## src/rtl/alu_pkg.sv

```systemverilog
// Shared ALU encodings: command codes, flag bit positions and the flag-mask helper.
package alu_pkg;

  localparam logic [2:0] ADD  = 3'd0;
  localparam logic [2:0] SUB  = 3'd1;
  localparam logic [2:0] XOR  = 3'd2;
  localparam logic [2:0] SLT  = 3'd3;
  localparam logic [2:0] AND  = 3'd4;
  localparam logic [2:0] NAND = 3'd5;
  localparam logic [2:0] NOR  = 3'd6;
  localparam logic [2:0] OR   = 3'd7;

  localparam int unsigned FLAG_CARRY = 2;
  localparam int unsigned FLAG_OVF   = 1;
  localparam int unsigned FLAG_ZERO  = 0;

  // Carry and overflow only carry meaning for the arithmetic commands.
  function automatic logic is_arith(input logic [2:0] cmd);
    return (cmd == ADD) || (cmd == SUB);
  endfunction

endpackage

```

## src/rtl/alu_skid_fifo.sv

```systemverilog
// Small valid/ready FIFO: storage, wrapping pointers and occupancy count.
module alu_skid_fifo #(
  parameter int unsigned WIDTH = 40,
  parameter int unsigned DEPTH = 2
) (
  input  logic             clk,
  input  logic             reset,
  input  logic             in_valid,
  output logic             in_ready,
  input  logic [WIDTH-1:0] in_data,
  output logic             out_valid,
  input  logic             out_ready,
  output logic [WIDTH-1:0] out_data
);

  localparam int unsigned PW = (DEPTH > 1) ? $clog2(DEPTH) : 1;
  localparam int unsigned CW = $clog2(DEPTH + 1);
  localparam logic [CW-1:0] DEPTH_C = CW'(DEPTH);

  logic [WIDTH-1:0] mem_q [DEPTH];
  logic [PW-1:0]    wptr_q, wptr_d;
  logic [PW-1:0]    rptr_q, rptr_d;
  logic [CW-1:0]    count_q, count_d;
  logic             push, pop;

  // Ready depends only on registered count, so out_ready never reaches in_ready.
  assign in_ready  = (count_q < DEPTH_C);
  assign out_valid = (count_q != '0);
  assign push      = in_valid & in_ready;
  assign pop       = out_valid & out_ready;
  assign out_data  = out_valid ? mem_q[rptr_q] : '0;

  always_comb begin
    wptr_d  = wptr_q;
    rptr_d  = rptr_q;
    count_d = count_q;
    if (push) wptr_d = wptr_q + PW'(1);
    if (pop)  rptr_d = rptr_q + PW'(1);
    case ({push, pop})
      2'b10:   count_d = count_q + CW'(1);
      2'b01:   count_d = count_q - CW'(1);
      default: count_d = count_q;
    endcase
  end

  always_ff @(posedge clk or posedge reset) begin
    if (reset) begin
      wptr_q  <= '0;
      rptr_q  <= '0;
      count_q <= '0;
    end else begin
      wptr_q  <= wptr_d;
      rptr_q  <= rptr_d;
      count_q <= count_d;
    end
  end

  always_ff @(posedge clk) begin
    if (push) mem_q[wptr_q] <= in_data;
  end

endmodule

```

## src/rtl/alu_result_stage.sv

```systemverilog
// ALU result stage: flag masking, result FIFO, sticky overflow status.
// Optional saturating overflow event counter enabled by `define ALU_OVF_COUNT_EN.
module alu_result_stage
  import alu_pkg::*;
#(
  parameter int unsigned DATA_WIDTH = 32,
  parameter int unsigned TAG_WIDTH  = 5,
  parameter int unsigned DEPTH      = 2
`ifdef ALU_OVF_COUNT_EN
  ,
  parameter int unsigned CNT_WIDTH  = 16
`endif
) (
  input  logic                  clk,
  input  logic                  reset,
  input  logic                  in_valid,
  output logic                  in_ready,
  input  logic [DATA_WIDTH-1:0] in_result,
  input  logic                  in_carryout,
  input  logic                  in_overflow,
  input  logic                  in_zero,
  input  logic [2:0]            in_command,
  input  logic [TAG_WIDTH-1:0]  in_rd,
  output logic                  out_valid,
  input  logic                  out_ready,
  output logic [DATA_WIDTH-1:0] out_result,
  output logic [TAG_WIDTH-1:0]  out_rd,
  output logic [2:0]            out_flags,
  input  logic                  clear_sticky,
  output logic                  sticky_ovf
`ifdef ALU_OVF_COUNT_EN
  ,
  output logic [CNT_WIDTH-1:0]  ovf_count
`endif
);

  localparam int unsigned EW = DATA_WIDTH + TAG_WIDTH + 3;

  logic [2:0]    flags_in;
  logic [EW-1:0] fifo_out;
  logic          push_ovf;
  logic          sticky_q, sticky_d;

  always_comb begin
    flags_in             = '0;
    flags_in[FLAG_CARRY] = in_carryout & is_arith(in_command);
    flags_in[FLAG_OVF]   = in_overflow & is_arith(in_command);
    flags_in[FLAG_ZERO]  = in_zero;
  end

  assign push_ovf = in_valid & in_ready & flags_in[FLAG_OVF];

  alu_skid_fifo #(
    .WIDTH (EW),
    .DEPTH (DEPTH)
  ) u_fifo (
    .clk       (clk),
    .reset     (reset),
    .in_valid  (in_valid),
    .in_ready  (in_ready),
    .in_data   ({in_result, in_rd, flags_in}),
    .out_valid (out_valid),
    .out_ready (out_ready),
    .out_data  (fifo_out)
  );

  // FIFO already zeroes its data output while empty.
  assign {out_result, out_rd, out_flags} = fifo_out;

  always_comb begin
    sticky_d = sticky_q;
    if (clear_sticky) sticky_d = 1'b0;
    if (push_ovf)     sticky_d = 1'b1;
  end

  always_ff @(posedge clk or posedge reset) begin
    if (reset) sticky_q <= 1'b0;
    else       sticky_q <= sticky_d;
  end

  assign sticky_ovf = sticky_q;

`ifdef ALU_OVF_COUNT_EN
  logic [CNT_WIDTH-1:0] cnt_q, cnt_d;

  always_comb begin
    cnt_d = cnt_q;
    if (clear_sticky)                cnt_d = push_ovf ? CNT_WIDTH'(1) : '0;
    else if (push_ovf && cnt_q != '1) cnt_d = cnt_q + CNT_WIDTH'(1);
  end

  always_ff @(posedge clk or posedge reset) begin
    if (reset) cnt_q <= '0;
    else       cnt_q <= cnt_d;
  end

  assign ovf_count = cnt_q;
`endif

endmodule
```

## config.mk

```make
export PLATFORM = sky130hd
export DESIGN_NAME = alu_result_stage
export DESIGN_NICKNAME = d
export VERILOG_FILES = /design/src/rtl/alu_pkg.sv /design/src/rtl/alu_skid_fifo.sv /design/src/rtl/alu_result_stage.sv
export SDC_FILE = /design/constraint.sdc
export NUM_CORES = 1
export LEC_CHECK = 0
export BUFFER_PORTS_ARGS = -buffer_cell sky130_fd_sc_hd__buf_2
export CORE_MARGIN = 2
export CORE_UTILIZATION = 50
export CTS_CLUSTER_SIZE = 16
export DETAILED_ROUTE_END_ITERATION = 8
export GPL_ROUTABILITY_DRIVEN = 0
export PLACE_DENSITY_LB_ADDON = 0.12
export RECOVER_POWER = 50
export SYNTH_ARGS = -nofsm -noshare
export SYNTH_HDL_FRONTEND = slang
export SYNTH_HIERARCHICAL = 1
export SYNTH_SLANG_ARGS = --single-unit
```

## constraint.sdc

```tcl
create_clock -name clk -period 3.9 [get_ports clk]
set_clock_uncertainty 0.1 [all_clocks]
set_input_delay 0.78 -clock clk [delete_from_list [all_inputs] [get_ports clk]]
set_output_delay 0.78 -clock clk [all_outputs]
set_load 0.01 [all_outputs]
```

After elaboration in Yosys (flattened, before gate mapping)
Memory sizes are Yosys's and may differ from the RTL's.
Cells that the tools add are included.
Widths: inputs -> output; s select.

storage, ports and cells
  register bits after elaboration = 5
  latch bits = 0
  memory bits (writable) = 80
  bits in read-only memories = 0
  input bits = 48
  output and inout port bits = 43
  word-level logic and storage cells = 29
  memories kept = 1

operators by class
  $add $sub $neg = 4
  $mul = 0
  div/mod/pow operators = 0
  order comparisons = 1
  equal/unequal tests = 3
  shifts and indexed selects = 0
  mux-type cells = 6
  bitwise logic cells = 5
  reduce and logical (&&, ||, !) cells = 5

memories
  name          depth  width  read ports  clocked after memory_dff  write ports  line                 text
  u_fifo.mem_q  2      40     1           0                         1            alu_skid_fifo.sv:20  logic [WIDTH-1:0] mem_q [DEPTH];

operators with widths
  cell                 number
  $mux 40              1
  $reduce_bool 2->1    3
  $and 1x1->1          5
  $mux 1               4
  $pmux 2 s2           1
  $eq 3x1->1 const B   1
  $logic_not 3->1      1
  $add 1x1->1 const B  2
  $add 2x1->2 const B  1
  $eq 2x1->1 const B   1
  $eq 2x2->1 const B   1
  $lt 2x2->1 const B   1
  $sub 2x1->2 const B  1
  $logic_or 1x1->1     1

Logic depth before layout (Yosys ltp)
Gate-level depths: netlist of the first run.

  depth in word-level cells = 5
  mapped depth = 7

By module
Netlist of the first run, hierarchy kept.

modules (own cells, without submodules)
  module            times used  cells an instance  area each (um^2)
  alu_skid_fifo     1           188                3238.1
  alu_result_stage  1           6                  63.8

Worst setup path after synthesis of the first run
No wires, ideal clock.

  path type = in2reg
  start point = input port in_valid
  end point = memory u_fifo.mem_q[0][0] (enable)
  arrival = 2.571 ns
  data required time = 3.363 ns
  path slack = 0.792 ns
  stages on the path = 2
  path through = nand2_1 nor2_1

between the ends
  cells in the longest elaborated chain, start to end = 3

RTL lines
  what                          line                    text
  start, declared               alu_result_stage.sv:16  input logic in_valid,
  $and 1x1->1                   alu_skid_fifo.sv:29     assign push = in_valid & in_ready;
  $mux 1                        alu_skid_fifo.sv:59     if (push) mem_q[wptr_q] <= in_data;
  $mux 1 (not written as such)  alu_skid_fifo.sv:59
  end, declared                 alu_skid_fifo.sv:20

No other way between the ends.

Worst setup path after layout of the first run
  start point = register u_fifo.count_q[1]
  end point = memory u_fifo.mem_q[0][15] (enable)

between the ends
  cells in the longest elaborated chain, start to end = 4

RTL lines
  what                          line                 text
  start, declared               alu_skid_fifo.sv:23  logic [CW-1:0] count_q, count_d;
  start signal, assigned        alu_skid_fifo.sv:54  count_q <= count_d;
  $lt 2x2->1                    alu_skid_fifo.sv:27  assign in_ready = (count_q < DEPTH_C);
  $and 1x1->1                   alu_skid_fifo.sv:29
  $mux 1                        alu_skid_fifo.sv:59
  $mux 1 (not written as such)  alu_skid_fifo.sv:59

No other way between the ends.

==> results of run 1 <==
## where the power goes
| group | leakage [nW] | switching [mW] | internal, mW |
|---|---|---|---|
| Clock | 0.0953 | 0.282 | 0.286 |
| Combinational | 0.747 | 0.562 | 0.427 |
| Sequential | 0.794 | 0.105 | 1.20 |
## cells by family after synthesis
group / after synthesis / synth area share
flip-flops: 85 / 0.7654
XOR/XNOR: 5 / 0.01554
adder cells (fa/ha/maj): 1 / 0.003789
AO/OA/AOI/OAI: 1 / 0.003410
AND/OR/NAND/NOR: 48 / 0.06290
multiplexers: 40 / 0.1213
buffers and inverters: 14 / 0.02766
## worst max-delay path by stage
stage,end,cells after the start
6_report,u_fifo/mem_q[0][15],4
2_1_floorplan,u_fifo/mem_q[0][0],2
4_1_cts,out_result[5],3
5_1_grt,u_fifo/mem_q[0][10],4
3_3_place_gp,out_result[5],3
3_5_place_dp,out_result[5],3
## state kept, by name, summed over array words and instances (netlist names)
signal,flops
sticky_ovf,1
u_fifo/mem_q,80
u_fifo/wptr_q,1
u_fifo/rptr_q,1
u_fifo/count_q,2
## metrics by stage
step,worst slack (ps),instances,hold WS [ps],power (mW)
final,887.7,369,173.7,2.862
after global routing,680.9,369,148.1,3.034
after CTS,1041,369,162.4,2.908
after detailed placement,1440,353,400.1,2.342
after global placement,1443,353,376.4,2.328
after floorplan,791.7,194,360.4,1.995
## layout make-up
cell class	instances	area [um^2]
clock buffer	9	123.9
clock inverter	7	56.30
fill	504	2424
inverter	5	18.77
multi-input combinational	95	679.4
sequential	85	2529
tap	77	96.34
timing repair buffer	91	459.2
## placed cells by master, fill, tap and decap left out
cell type / count
nor3b_1: 2
dfrtp_1: 4
and2_4: 1
dfrtp_2: 1
clkinv_1: 3
buf_12: 1
nor2_4: 1
edfxtp_1: 80
ha_1: 1
inv_1: 4
bufinv_16: 1
buf_4: 1
nor2_1: 42
and3_2: 1
buf_2: 78
nand2_1: 1
xnor2_1: 4
mux2i_1: 40
xor2_2: 1
a32o_2: 1
clkinv_2: 3
inv_2: 1
clkbuf_1: 11
clkbuf_8: 9
## layer usage
layer,GRT usage,share of wire,vias to the layer above
met5,0,0,-
met4,0.06061,0.018,0
met3,0.06615,0.068,10
met2,0.2749,0.53,54
met1,0.1464,0.39,863
li1,-,-,890
==> flow_summary.json, run 1 <==
{
  "status": "finished with violations",
  "violations": "capacitance limit, slew limit",
  "regToRegStartpoint": "u_fifo/count_q[1]",
  "clockRootBuffer": "clkbuf_8",
  "postCtsSetupRepairBufs": 0,
  "postRouteAntennaNets": 0,
  "place.port_buffers": 89,
  "yosysTopAreaCell": "edfxtp_1",
  "startpoint": "u_fifo/count_q[1]",
  "first_global_vias": 1805,
  "min_period_ps": 3012,
  "power.density_nw_per_um2": 722.2,
  "synthTopCellsByArea": "edfxtp_1 (73%), mux2i_1 (12%), nor2_1 (4.8%)",
  "die_x_um": 85.27,
  "yosys-top-cells-count": "edfxtp_1 (80), nor2_1 (42), mux2i_1 (40), dfrtp_1 (5)",
  "critPathRequiredTime_ps": 3820,
  "period_share": 0.7724,
  "overflow": 0,
  "synth_seq_cells": 85,
  "cts_hold_buf": 0,
  "syn_nets": 243,
  "route.detailed.drc": 0,
  "tightest_slew_ps": 1841,
  "postLayoutCoreUtil": 0.6205,
  "netlist_area_um2": 3302,
  "synth_async_sr_flop_share": 0.05882,
  "setup-tns-final_ps": 0,
  "final_nets": 336,
  "drv_cap": 1,
  "slowest_stage": "nor2_1",
  "cts.clk_slew.worst_paths_ps": 70,
  "drive_gt1_frac": 0.3425,
  "maxSlewHeadroom": -0.2316,
  "synth_ff_type": "edfxtp_1",
  "grt_pass1_wl_mm": 8.121,
  "vdd_drop_max_v": 0.0004213,
  "cts_resized": 0,
  "synth-edff-count": 80,
  "ios": 91,
  "row_count": 29,
  "synth_cell_types": 19,
  "synth_area_per_cell_um2": 17.02,
  "die_h_um": 85.27,
  "hold_viol": 0,
  "h-tree-depth": 3,
  "antenna_found_initial": 0,
  "power_leakage_nw": 1.637,
  "die_area_um2": 7270,
  "coreArea_um2": 6386,
  "tritoncts": "yes",
  "rsz0062_at_grt": "false",
  "clockBufferDepth": 2,
  "slowest_delay_ps": 1370,
  "yosysMostFrequentCell": "edfxtp_1",
  "crit_family": "simple AND/OR/NAND/NOR gates",
  "worst-path-max-fanout": 21,
  "drt_pre_antenna_iters": 4,
  "num_antenna_cells": 0,
  "regToRegSetupSlack_ps": 890,
  "grt_usage": 0.1502,
  "critPathLaunchType": "flip-flop",
  "crit_type": "flip-flop to flip-flop",
  "via_count": 1817,
  "synth-seq-area-share": 0.7654,
  "drv_slew": 21,
  "viasPerCell": 4.924,
  "cts.sinks": 85,
  "routedWlPerCell_um": 14.42,
  "clkLatencyLatePin_ps": 340,
  "hold_path.class": "input pin to asynchronous set/reset pin",
  "crit_buf_inv": 2,
  "area_delta_synth_final_pct": 20.01,
  "first_iter_violations": 90,
  "arrival_ps": 2930,
  "path_cells": "inv_1 -> nand2_1 -> nor2_1 -> buf_4",
  "synth_top_area_share": 0.7275,
  "ff2ff_path_depth": 4,
  "cts_buffers": 9,
  "dpl_cell_area_um2": 3809,
  "synth_cells": 194,
  "hpwlAfterDp_mm": 3.335,
  "fin_area_um2": 3963,
  "rr_endpoint": "u_fifo/mem_q[0][15]",
  "setup_viol_count_final": 0,
  "initial_core_util": 0.5170,
  "fmax_ghz": 0.3320,
  "grt_max_degree": 42,
  "wirelength_mm": 5.320,
  "yosys_warnings": 6,
  "crit_path_end_kind": "flip-flop"
}
No activity file was read; power rests on OpenSTA's default activity.
==> run 2, diff against run 1 <==
--- a/config.mk
+++ b/config.mk
@@ -5,9 +5,10 @@
 export SDC_FILE = /design/constraint.sdc
 export NUM_CORES = 1
 export LEC_CHECK = 0
+export ABC_AREA = 1
 export BUFFER_PORTS_ARGS = -buffer_cell sky130_fd_sc_hd__buf_2
 export CORE_MARGIN = 2
-export CORE_UTILIZATION = 50
+export CORE_UTILIZATION = 47
 export CTS_CLUSTER_SIZE = 16
 export DETAILED_ROUTE_END_ITERATION = 8
 export GPL_ROUTABILITY_DRIVEN = 0
==> constraint.sdc (replaced) <==
create_clock -name clk -period 2.6 [get_ports clk]
set_clock_uncertainty 0.1 [all_clocks]
set_input_delay 0.52 -clock clk [delete_from_list [all_inputs] [get_ports clk]]
set_output_delay 0.52 -clock clk [all_outputs]
set_load 0.01 [all_outputs]
==> flow_summary.json, run 2 <==
{
  "drv_slew": 0,
  "h-tree-depth": 3,
  "antenna_found_initial": 0,
  "route.detailed.drc": 0,
  "critPathRequiredTime_ps": 1980,
  "postRouteAntennaNets": 0,
  "final_nets": 399,
  "fin_area_um2": 4096,
  "drive_gt1_frac": 0.3446,
  "holdWs_ps": 259.4,
  "synth-seq-area-share": 0.7402,
  "grt_max_degree": 42,
  "status": "finished clean",
  "synth_ff_type": "edfxtp_1",
  "area_delta_synth_final_pct": 19.97,
  "dpl_worst_slack_ps": 731.6,
  "crit_path_end_kind": "output pin",
  "path_cells": "inv_6 -> nand2_1 -> a21oi_1 -> buf_2",
  "yosys_warnings": 6,
  "clockBufferDepth": 2,
  "largest_register_ffs": 80,
  "endpoint": "out_result[8]",
  "cts_resized": 0,
  "arrival_ps": 1560,
  "regToRegStartpoint": "u_fifo/count_q[1]",
  "first_global_vias": 2039,
  "synthXorXnorAreaFrac": 0.005130,
  "routedWlPerCell_um": 13.51,
  "tightest_slew_ps": 984.3,
  "initial_core_util": 0.4784,
  "yosysTopAreaCell": "edfxtp_1",
  "grt_pass1_wl_mm": 9.163,
  "place.port_buffers": 89,
  "die_area_um2": 7963,
  "cts.sinks": 85,
  "die_h_um": 89.24,
  "synth_seq_cells": 85,
  "crit_type": "flip-flop to output pin",
  "fin_cells": 453,
  "synth_mux_area_frac": 0,
  "synth_cell_types": 20,
  "critPathLaunchType": "flip-flop",
  "hold_viol": 0,
  "slowest_stage": "dfrtp_2",
  "netlist_area_um2": 3415,
  "setup-tns-final_ps": 0,
  "vdd_drop_max_v": 0.0004346,
  "rr_endpoint": "u_fifo/mem_q[0][9]",
  "synth_cells": 254,
  "clkLatencyLatePin_ps": 340,
  "startpoint": "u_fifo/rptr_q",
  "yosys-top-cells-count": "nand2_1 (89), edfxtp_1 (80), a21oi_1 (20), a21oi_2 (20), inv_1 (11)",
  "ff2ff_path_depth": 4,
  "via_count": 2141,
  "num_antenna_cells": 0,
  "synth_compound_area_frac": 0.08208,
  "drv_cap": 0,
  "viasPerCell": 4.726,
  "maxSlewHeadroom": 0.3438,
  "drt_pre_antenna_iters": 4,
  "cts.clk_slew.worst_paths_ps": 80,
  "postLayoutCoreUtil": 0.5740,
  "synth_simple_gate_area_frac": 0.1165,
  "fmax_ghz": 0.4584,
  "dpl_cell_area_um2": 3931,
  "synth_async_sr_flop_share": 0.05882,
  "regMostFlops": "u_fifo/mem_q",
  "synth_area_per_cell_um2": 13.44,
  "hold_path.class": "input pin to flip-flop",
  "fin_ws_ps": 418.6,
  "row_count": 31,
  "min_period_ps": 2181,
  "setup_viol_count_final": 0,
  "die_x_um": 89.24,
  "grt_usage": 0.1602,
  "rsz0062_at_grt": "false",
  "power_leakage_nw": 1.634,
  "dp.cells": 437,
  "period_share": 0.8390,
  "fillers": 637,
  "syn_nets": 303,
  "overflow": 0,
  "cts_buffers": 9,
  "synth_top_family_by_area": "simple AND/OR/NAND/NOR gates",
  "regToRegSetupSlack_ps": 490,
  "final_cell_mix": "nand2_1 (90), edfxtp_1 (80), buf_2 (78)",
  "wirelength_mm": 6.122,
  "ios": 91,
  "clockRootBuffer": "clkbuf_8",
  "final_common_cell": "nand2_1",
  "power.density_nw_per_um2": 1109,
  "yosysMostFrequentCell": "nand2_1",
  "synth_top_area_share": 0.7036,
  "top_regs": "u_fifo/mem_q: 80 flops, u_fifo/count_q: 2 flops",
  "tritoncts": "yes",
  "worst-path-max-fanout": 41,
  "synth_fa_ha_area_frac": 0.003664,
  "synth-edff-count": 80,
  "p_total_mw": 4.545,
  "hpwlAfterDp_mm": 3.874,
  "first_iter_violations": 95,
  "slowest_delay_ps": 520,
  "coreArea_um2": 7137,
  "synthTopCellsByArea": "edfxtp_1 (70%), nand2_1 (9.8%), a21oi_2 (5.1%)"
}
==> run 2: cell count changes after synthesis, moves of 4 or more <==
cell / previous run / this run
inv_1: 4 / 11
a21oi_1: 0 / 20
buf_2: 4 / 0
nor2_1: 42 / 4
a21oi_2: 0 / 20
mux2i_1: 40 / 0
nand2_1: 1 / 89
buf_4: 1 / 6
==> run 2: area by class of cell <==
type	instances	area [um^2]	area share
inverters	12	50.05	0.01222
flip-flops and latches	85	2529	0.6173
clock buffers	9	123.9	0.03024
well taps	99	123.9	0.03024
multi-input cells	144	720.7	0.1759
clock inverters	6	55.05	0.01344
repair buffers	98	494.2	0.1206
==> run 2: layer usage <==
| layer | share of wire | up-vias | global-route usage | wire length, um |
|---|---|---|---|---|
| li1 | - | 1063 | - | - |
| met1 | 0.42 | 1011 | 0.1801 | 2563 |
| met2 | 0.51 | 58 | 0.2788 | 3142 |
| met3 | 0.050 | 9 | 0.04432 | 304 |
| met4 | 0.018 | 0 | 0.08141 | 111 |
| met5 | 0 | - | 0 | 0 |
==> run 2: timing repair <==
item / CTS / global route
hold buffers: 1 / 0
endpoints found under the hold margin: 5 / 0
setup buffers: 0 / 0
==> run 2: worst max-delay path: cells and delay by family, from the launching register on <==
family	cells	cell delay [ps]
compound gates	1	170
buf+inv	2	460
flops	1	520
simple gates	1	80
==> run 2: kinds of logic after synthesis <==
group | count (synthesis)
AND/OR/NAND/NOR | 100
flip-flops | 85
AO/OA/AOI/OAI | 41
buffers and inverters | 25
XOR/XNOR | 2
adder cells (fa/ha/maj) | 1
==> run 2: worst min path at each step <==
stage,endpoint,slack (ps),cells after the start,startpoint
4_1_cts,u_fifo/mem_q[0][35],240,1,in_result[27]
2_1_floorplan,sticky_ovf,150,1,reset
5_1_grt,u_fifo/mem_q[1][28],230,1,in_result[20]
3_3_place_gp,sticky_ovf,270,2,reset
3_5_place_dp,sticky_ovf,270,2,reset
6_report,u_fifo/mem_q[0][20],260,1,in_result[12]
==> run 2: power breakdown <==
part	switching [mW]	leakage [nW]	total (mW)	internal (mW)
combinational	1.13	0.745	1.75	0.621
clock	0.429	0.0899	0.857	0.429
sequential	0.114	0.799	1.94	1.83
